### src/rtl/dcache_direct.sv
// Direct-mapped, write-through, no-write-allocate data cache, one 32-bit word
// per line. Load hits return data combinationally with no stall; load misses
// and all stores become a single handshaked backing-memory transaction while
// the pipeline is stalled.
// Optional feature: define DCACHE_STATS_EN to add hit_count/miss_count ports.
//
// state   | meaning
// --------+--------------------------------------------------------------
// IDLE    | accepting accesses; load hits served here with no stall
// RD_MISS | line fill in flight; completes when mem_ready is high
// WR_THRU | store write-through in flight; merges into line on a hit
module dcache_direct #(
    parameter int SETS  = 64,
    parameter int IDX_W = $clog2(SETS)
) (
    input  logic        clk,
    input  logic        rst,
    input  logic        cpu_req,
    input  logic        cpu_we,
    input  logic [31:0] cpu_addr,
    input  logic [3:0]  cpu_be,
    input  logic [31:0] cpu_wdata,
    output logic [31:0] cpu_rdata,
    output logic        stall,
    output logic        mem_req,
    output logic        mem_we,
    output logic [31:0] mem_addr,
    output logic [3:0]  mem_be,
    output logic [31:0] mem_wdata,
    input  logic        mem_ready,
    input  logic [31:0] mem_rdata
`ifdef DCACHE_STATS_EN
    ,
    output logic [31:0] hit_count,
    output logic [31:0] miss_count
`endif
);

    localparam int TAG_W = 30 - IDX_W;

    typedef enum logic [1:0] {IDLE, RD_MISS, WR_THRU} stateT;

    stateT state, nextState;

    logic [SETS-1:0]  validBits;
    logic [TAG_W-1:0] tagArr  [SETS];
    logic [31:0]      dataArr [SETS];

    logic [29:0] pendWord;
    logic [3:0]  pendBe;
    logic [31:0] pendData;

    logic [IDX_W-1:0] reqIdx, pendIdx;
    logic [TAG_W-1:0] reqTag, pendTag;
    logic             reqHit, pendHit;
    logic             captureReq, fillLine, mergeLine;
    logic [1:0]       unusedAddrBits;
`ifdef DCACHE_STATS_EN
    logic             countHit, countMiss;
`endif

    assign unusedAddrBits = cpu_addr[1:0];

    assign reqIdx  = cpu_addr[IDX_W+1:2];
    assign reqTag  = cpu_addr[31:IDX_W+2];
    assign pendIdx = pendWord[IDX_W-1:0];
    assign pendTag = pendWord[29:IDX_W];
    assign reqHit  = validBits[reqIdx] && (tagArr[reqIdx] == reqTag);
    // Store completion rechecks the array rather than trusting the IDLE lookup.
    assign pendHit = validBits[pendIdx] && (tagArr[pendIdx] == pendTag);

    // Request fields come from the latch so they stay stable while waiting.
    assign mem_addr  = {pendWord, 2'b00};
    assign mem_be    = pendBe;
    assign mem_wdata = pendData;

    // State register.
    always_ff @(posedge clk) begin
        if (rst) state <= IDLE;
        else     state <= nextState;
    end

    // Next-state decode plus stall, read data and memory request outputs.
    always_comb begin
        nextState  = state;
        stall      = 1'b0;
        cpu_rdata  = 32'd0;
        mem_req    = 1'b0;
        mem_we     = 1'b0;
        captureReq = 1'b0;
        fillLine   = 1'b0;
        mergeLine  = 1'b0;
`ifdef DCACHE_STATS_EN
        countHit   = 1'b0;
        countMiss  = 1'b0;
`endif
        case (state)
            IDLE: begin
                if (cpu_req) begin
                    if (cpu_we) begin
                        stall      = 1'b1;
                        captureReq = 1'b1;
                        nextState  = WR_THRU;
                    end else if (reqHit) begin
                        cpu_rdata = dataArr[reqIdx];
`ifdef DCACHE_STATS_EN
                        countHit  = 1'b1;
`endif
                    end else begin
                        stall      = 1'b1;
                        captureReq = 1'b1;
                        nextState  = RD_MISS;
`ifdef DCACHE_STATS_EN
                        countMiss  = 1'b1;
`endif
                    end
                end
            end
            RD_MISS: begin
                mem_req = 1'b1;
                stall   = ~mem_ready;
                if (mem_ready) begin
                    cpu_rdata = mem_rdata;
                    fillLine  = 1'b1;
                    nextState = IDLE;
                end
            end
            WR_THRU: begin
                mem_req = 1'b1;
                mem_we  = 1'b1;
                stall   = ~mem_ready;
                if (mem_ready) begin
                    mergeLine = pendHit;
                    nextState = IDLE;
                end
            end
            default: nextState = IDLE;
        endcase
    end

    // Latch the access when it leaves IDLE; the pipeline holds its inputs anyway.
    always_ff @(posedge clk) begin
        if (captureReq) begin
            pendWord <= cpu_addr[31:2];
            pendBe   <= cpu_be;
            pendData <= cpu_wdata;
        end
    end

    // Valid bits are the only array state cleared by reset.
    always_ff @(posedge clk) begin
        if (rst)           validBits          <= '0;
        else if (fillLine) validBits[pendIdx] <= 1'b1;
    end

    // Tag/data arrays: fill overwrites unconditionally, store hits merge bytes.
    always_ff @(posedge clk) begin
        if (!rst && fillLine) begin
            tagArr[pendIdx]  <= pendTag;
            dataArr[pendIdx] <= mem_rdata;
        end else if (!rst && mergeLine) begin
            for (int b = 0; b < 4; b++) begin
                if (pendBe[b]) dataArr[pendIdx][8*b +: 8] <= pendData[8*b +: 8];
            end
        end
    end

`ifdef DCACHE_STATS_EN
    // Hit/miss statistics, wrapping naturally at 2^32.
    always_ff @(posedge clk) begin
        if (rst) begin
            hit_count  <= 32'd0;
            miss_count <= 32'd0;
        end else begin
            if (countHit)  hit_count  <= hit_count + 32'd1;
            if (countMiss) miss_count <= miss_count + 32'd1;
        end
    end
`endif

endmodule
### config.mk
export PLATFORM = sky130hd
export DESIGN_NAME = dcache_direct
export DESIGN_NICKNAME = d
export VERILOG_FILES = /design/src/rtl/dcache_direct.sv
export SDC_FILE = /design/constraint.sdc
export NUM_CORES = 2
export LEC_CHECK = 0
export CELL_PAD_IN_SITES_DETAIL_PLACEMENT = 0
export CELL_PAD_IN_SITES_GLOBAL_PLACEMENT = 2
export CORE_UTILIZATION = 39
export DETAILED_ROUTE_END_ITERATION = 12
export PLACE_DENSITY_LB_ADDON = 0.1
export SYNTH_ARGS = -nofsm -noshare
export SYNTH_HDL_FRONTEND = slang
export SYNTH_SLANG_ARGS = --single-unit
### constraint.sdc
create_clock -name clk -period 11.21 [get_ports clk]
set_input_delay 3.363 -clock clk [delete_from_list [all_inputs] [get_ports clk]]
set_output_delay 3.363 -clock clk [all_outputs]
set_load 0.02 [all_outputs]
==> results.rst <==
.. list-table::
   :header-rows: 1

   * - Metric
     - Value
   * - Via count normalized by instance count
     - between 6 and 7
   * - CP endpoint kind
     - output port
   * - Highest-delay cell along the critical path
     - or4_1
   * - Max Fanout on Critical Path
     - 35
   * - WHS Endpoint
     - validBits[56]
   * - Source of the critical timing path
     - cpu_addr[4]
   * - Min Hold Slack
     - 0.488 ns
   * - Depth of the CTS H-tree
     - 5
   * - Measured slew at the worst slew-check pin
     - around 1.3 ns
   * - Final GP Congestion
     - ~0.85
   * - Post-DR wirelength/cell
     - ~41 um
   * - Worst hold start
     - validBits[56]
   * - Crit start category
     - input port
   * - Mapped Area
     - roughly 160,000 um2
   * - Cells along the critical path
     - buf_8, buf_12, nand2b_1, buf_12, nor2_1, buf_4, a22oi_1, a311o_1, nand3_1, nand4_1, or4_1, buf_4, nor4_4, buf_12, buf_16, nand4_1, buf_6, nand2_1, buf_4
   * - Clock-pin transition on the worst setup and hold timing paths
     - 0.06 ns
   * - Count of unique library cells instantiated by Yosys
     - between 70 and 80
   * - Required time at the endpoint of the critical path
     - roughly 7.9 ns
   * - Congestion Overflow GR
     - 0
   * - Worst Hold Class
     - flop to flop
   * - Mean instance size in the synthesized netlist
     - roughly 21 um2
   * - Leading cell type by number of instances after synthesis
     - edfxtp_1
   * - Achievable frequency
     - 89.6 MHz
   * - Number of clock sinks
     - between 3k and 4k
   * - Critical R2R Capture
     - dataArr[43][26]
   * - Layout overhead on the synthesized area
     - 16.3%
   * - Hold-fix buffer count after cts
     - 0
   * - Minimum clock period
     - roughly 11 ns
   * - Fraction of final layout cells with drive strength greater than 1
     - between 30% and 40%
   * - Maximum vdd ir drop
     - about 130 uV
   * - Crit path kind
     - input port to output port
   * - Worst setup slack for register-to-register paths
     - 3.42 ns
   * - Cell count of the worst hold path
     - 2
   * - Total core area
     - roughly 400,000 um2
   * - Synth top area cells
     - edfxtp_1 (70%), mux4_2 (21%), mux2i_1 (1.4%)
   * - Number of buffers on the longest clock path
     - 4
   * - Vias after detailed routing
     - around 85k
   * - Effective utilization at floorplan
     - between 30% and 40%
   * - Worst-Skew Late Latency
     - ~1.0 ns
   * - FFs w/ async S/R, synth
     - 0%
   * - CTS tree
     - done
   * - Final max-slew violation count
     - 0
   * - Largest area contributor in the netlist
     - edfxtp_1
   * - Flip-flop cell with the highest count after synthesis
     - edfxtp_1
   * - Nets@finish
     - approximately 8.2k
   * - Endpoint arrival time on the critical path
     - roughly 7.8 ns
   * - Power per Cell Area
     - 173 nW/um2
   * - Final setup vio count
     - 0
   * - Maximum clock skew at final layout
     - about 0.045 ns
   * - Vias in the first global route
     - between 80k and 90k
   * - Final wirelength
     - approximately 560,000 um
   * - Period utilization
     - ~100%
   * - Warnings, synthesis
     - 0
   * - Floorplan die width
     - about 640 um
   * - Synth top cells by count
     - edfxtp_1 (3,650), mux4_2 (1,480), nor2_1 (368), clkbuf_1 (266), nand2_1 (238)
   * - Port Buf Inserts
     - between 200 and 250
   * - Iter 0 DRT Violations
     - slightly above 10k
   * - Max incr delay on CP
     - around 0.48 ns
   * - Result of the run
     - complete, no violations
   * - Worst relative slew slack
     - 10.5%
   * - Global routing usage summed across all routing layers
     - between 20% and 30%
   * - Cell Rows
     - ~230
   * - Number of buffers created by CTS
     - 412
   * - Final Hold Fails
     - 0
   * - Area of the die
     - 406,000 um2
   * - Number of top-level pins
     - 208
   * - Die Height
     - between 600 and 700 um
   * - Number of enable flip-flop cells after synthesis
     - around 3.7k
   * - Leak
     - about 57 nW
   * - Count of antenna-violating nets left after detailed routing
     - 0
   * - Post-synthesis sequential area ratio
     - 70.7%
   * - Flip-flop and latch count after synthesis
     - approximately 3.7k
   * - Initial antenna violation count
     - 42
   * - Placed wire-length estimate after detailed placement
     - 347,000 um
   * - Number of max-cap violations
     - 0
   * - Pin count of the biggest net entering global routing
     - around 130
   * - Wire length of the first global-routing pass
     - 757,000 um
   * - Clock Root Buffer
     - clkbuf_16
   * - Number of iterations in the first detailed-routing pass
     - 5
   * - Cells on worst reg2reg path
     - 14
   * - Remaining design rule violation count
     - 0
   * - Gate Count Post-Synth
     - approximately 7.4k
   * - Fraction of synthesized cell area taken by the top area cell type
     - between 60% and 70%
   * - Final core utilization
     - ~46%
-- area by class of cell --
type / count / area [um2]
antenna: 21 / 52.6
clock buffer: 510 / 10900
clock inverter: 239 / 2090
fill: 33763 / 217000
inverter: 80 / 319
multi-input combinational: 3095 / 44300
sequential: 3722 / 111000
tap: 5265 / 6590
timing repair buffer: 815 / 7570
-- cells by family (layout without fill, tap and decap cells) --
group                    after synthesis  after routing  share of synthesized area, %
flip-flops                          3722           3722                          70.7
multiplexers                        1769           1769                          23.1
AND/OR/NAND/NOR                      830            830                          2.36
buffers and inverters                582           1644                          1.59
AO/OA/AOI/OAI                        437            437                          1.98
XOR/XNOR                              53             53                         0.295
adder cells (fa/ha/maj)                4              4                        0.0318
other                                  1             23                       0.00239
-- sequential cells by signal, summed over array words and instances (netlist names), named ones only --
name / cells
dataArr: 2048
mem_be: 4
mem_wdata: 32
pendWord: 30
state: 2
tagArr: 1536
validBits: 64
-- through the flow --
step	total power, mW	setup WS, ns	TNS (ns)	instance area [um2]	instances
6_report	31.6	0.0520	0	183000	13747
5_1_grt	32.4	-0.00877	-0.0136	183000	13729
4_1_cts	31.8	0.00201	0	183000	13724
3_5_place_dp	18.6	-0.707	-15.55	170000	12966
3_3_place_gp	18.6	-0.756	-19.98	170000	12966
2_1_floorplan	17.3	0.500	0	157000	7399
-- worst max-delay path by stage --
stage                     slack (ns)            end
after detailed placement       -0.71          stall
after global placement         -0.76          stall
final                           0.05  cpu_rdata[16]
after CTS                      0.002          stall
after global routing          -0.009  cpu_rdata[16]
after floorplan                 0.50   cpu_rdata[0]
-- per-layer routing --
layer	routed length [um]	global-route usage, %	vias to the layer above
li1	-	-	33220
met1	230000	37.7	46829
met2	267000	43.9	3924
met3	44400	5.72	810
met4	21100	9.28	14
met5	91	0	-
-- power breakdown --
group	total [mW]	leakage, nW	internal (mW)	switching, mW
combinational	2.87	17.5	1.16	1.71
clock	13.3	6.33	7.65	5.64
sequential	15.4	33.4	15.4	0.0723
total	31.6	57.3	24.2	7.42
-- critical path: cells and delay by family --
family | cells | cell delay, ns
AO/OA/AOI/OAI | 2 | 0.44
buffers and inverters | 9 | 1.93
AND/OR/NAND/NOR | 8 | 1.86
-- timing repair --
| action | in CTS | in global routing |
|---|---|---|
| pin swaps | 3 | 8 |
| endpoints found under the setup margin | 33 | 33 |
| cloned | 1 | 1 |
| setup buffers | 8 | 2 |
| gates resized for setup | 62 | 67 |
-- cell usage in the layout, fill, tap and decap left out, drive strengths merged, types with 18 or more instances in the layout --
cell           instances
nand3                 34
nor2b                 35
nand2b                22
o21ai                 32
a22oi                 71
nand2                238
nor3                  23
xnor2                 25
mux2                  63
edfxtp              3650
dfxtp                 72
mux2i                226
o22ai                 91
xor2                  28
bufinv                35
nand4                 38
nor2                 368
mux4                1480
diode                 21
buf                  630
a221oi                18
inv                   92
a21oi                 68
clkdlybuf4s50        162
nor4                  18
clkbuf               517
clkinv               181
a22o                  26
Power figures use the tool's default switching activity.
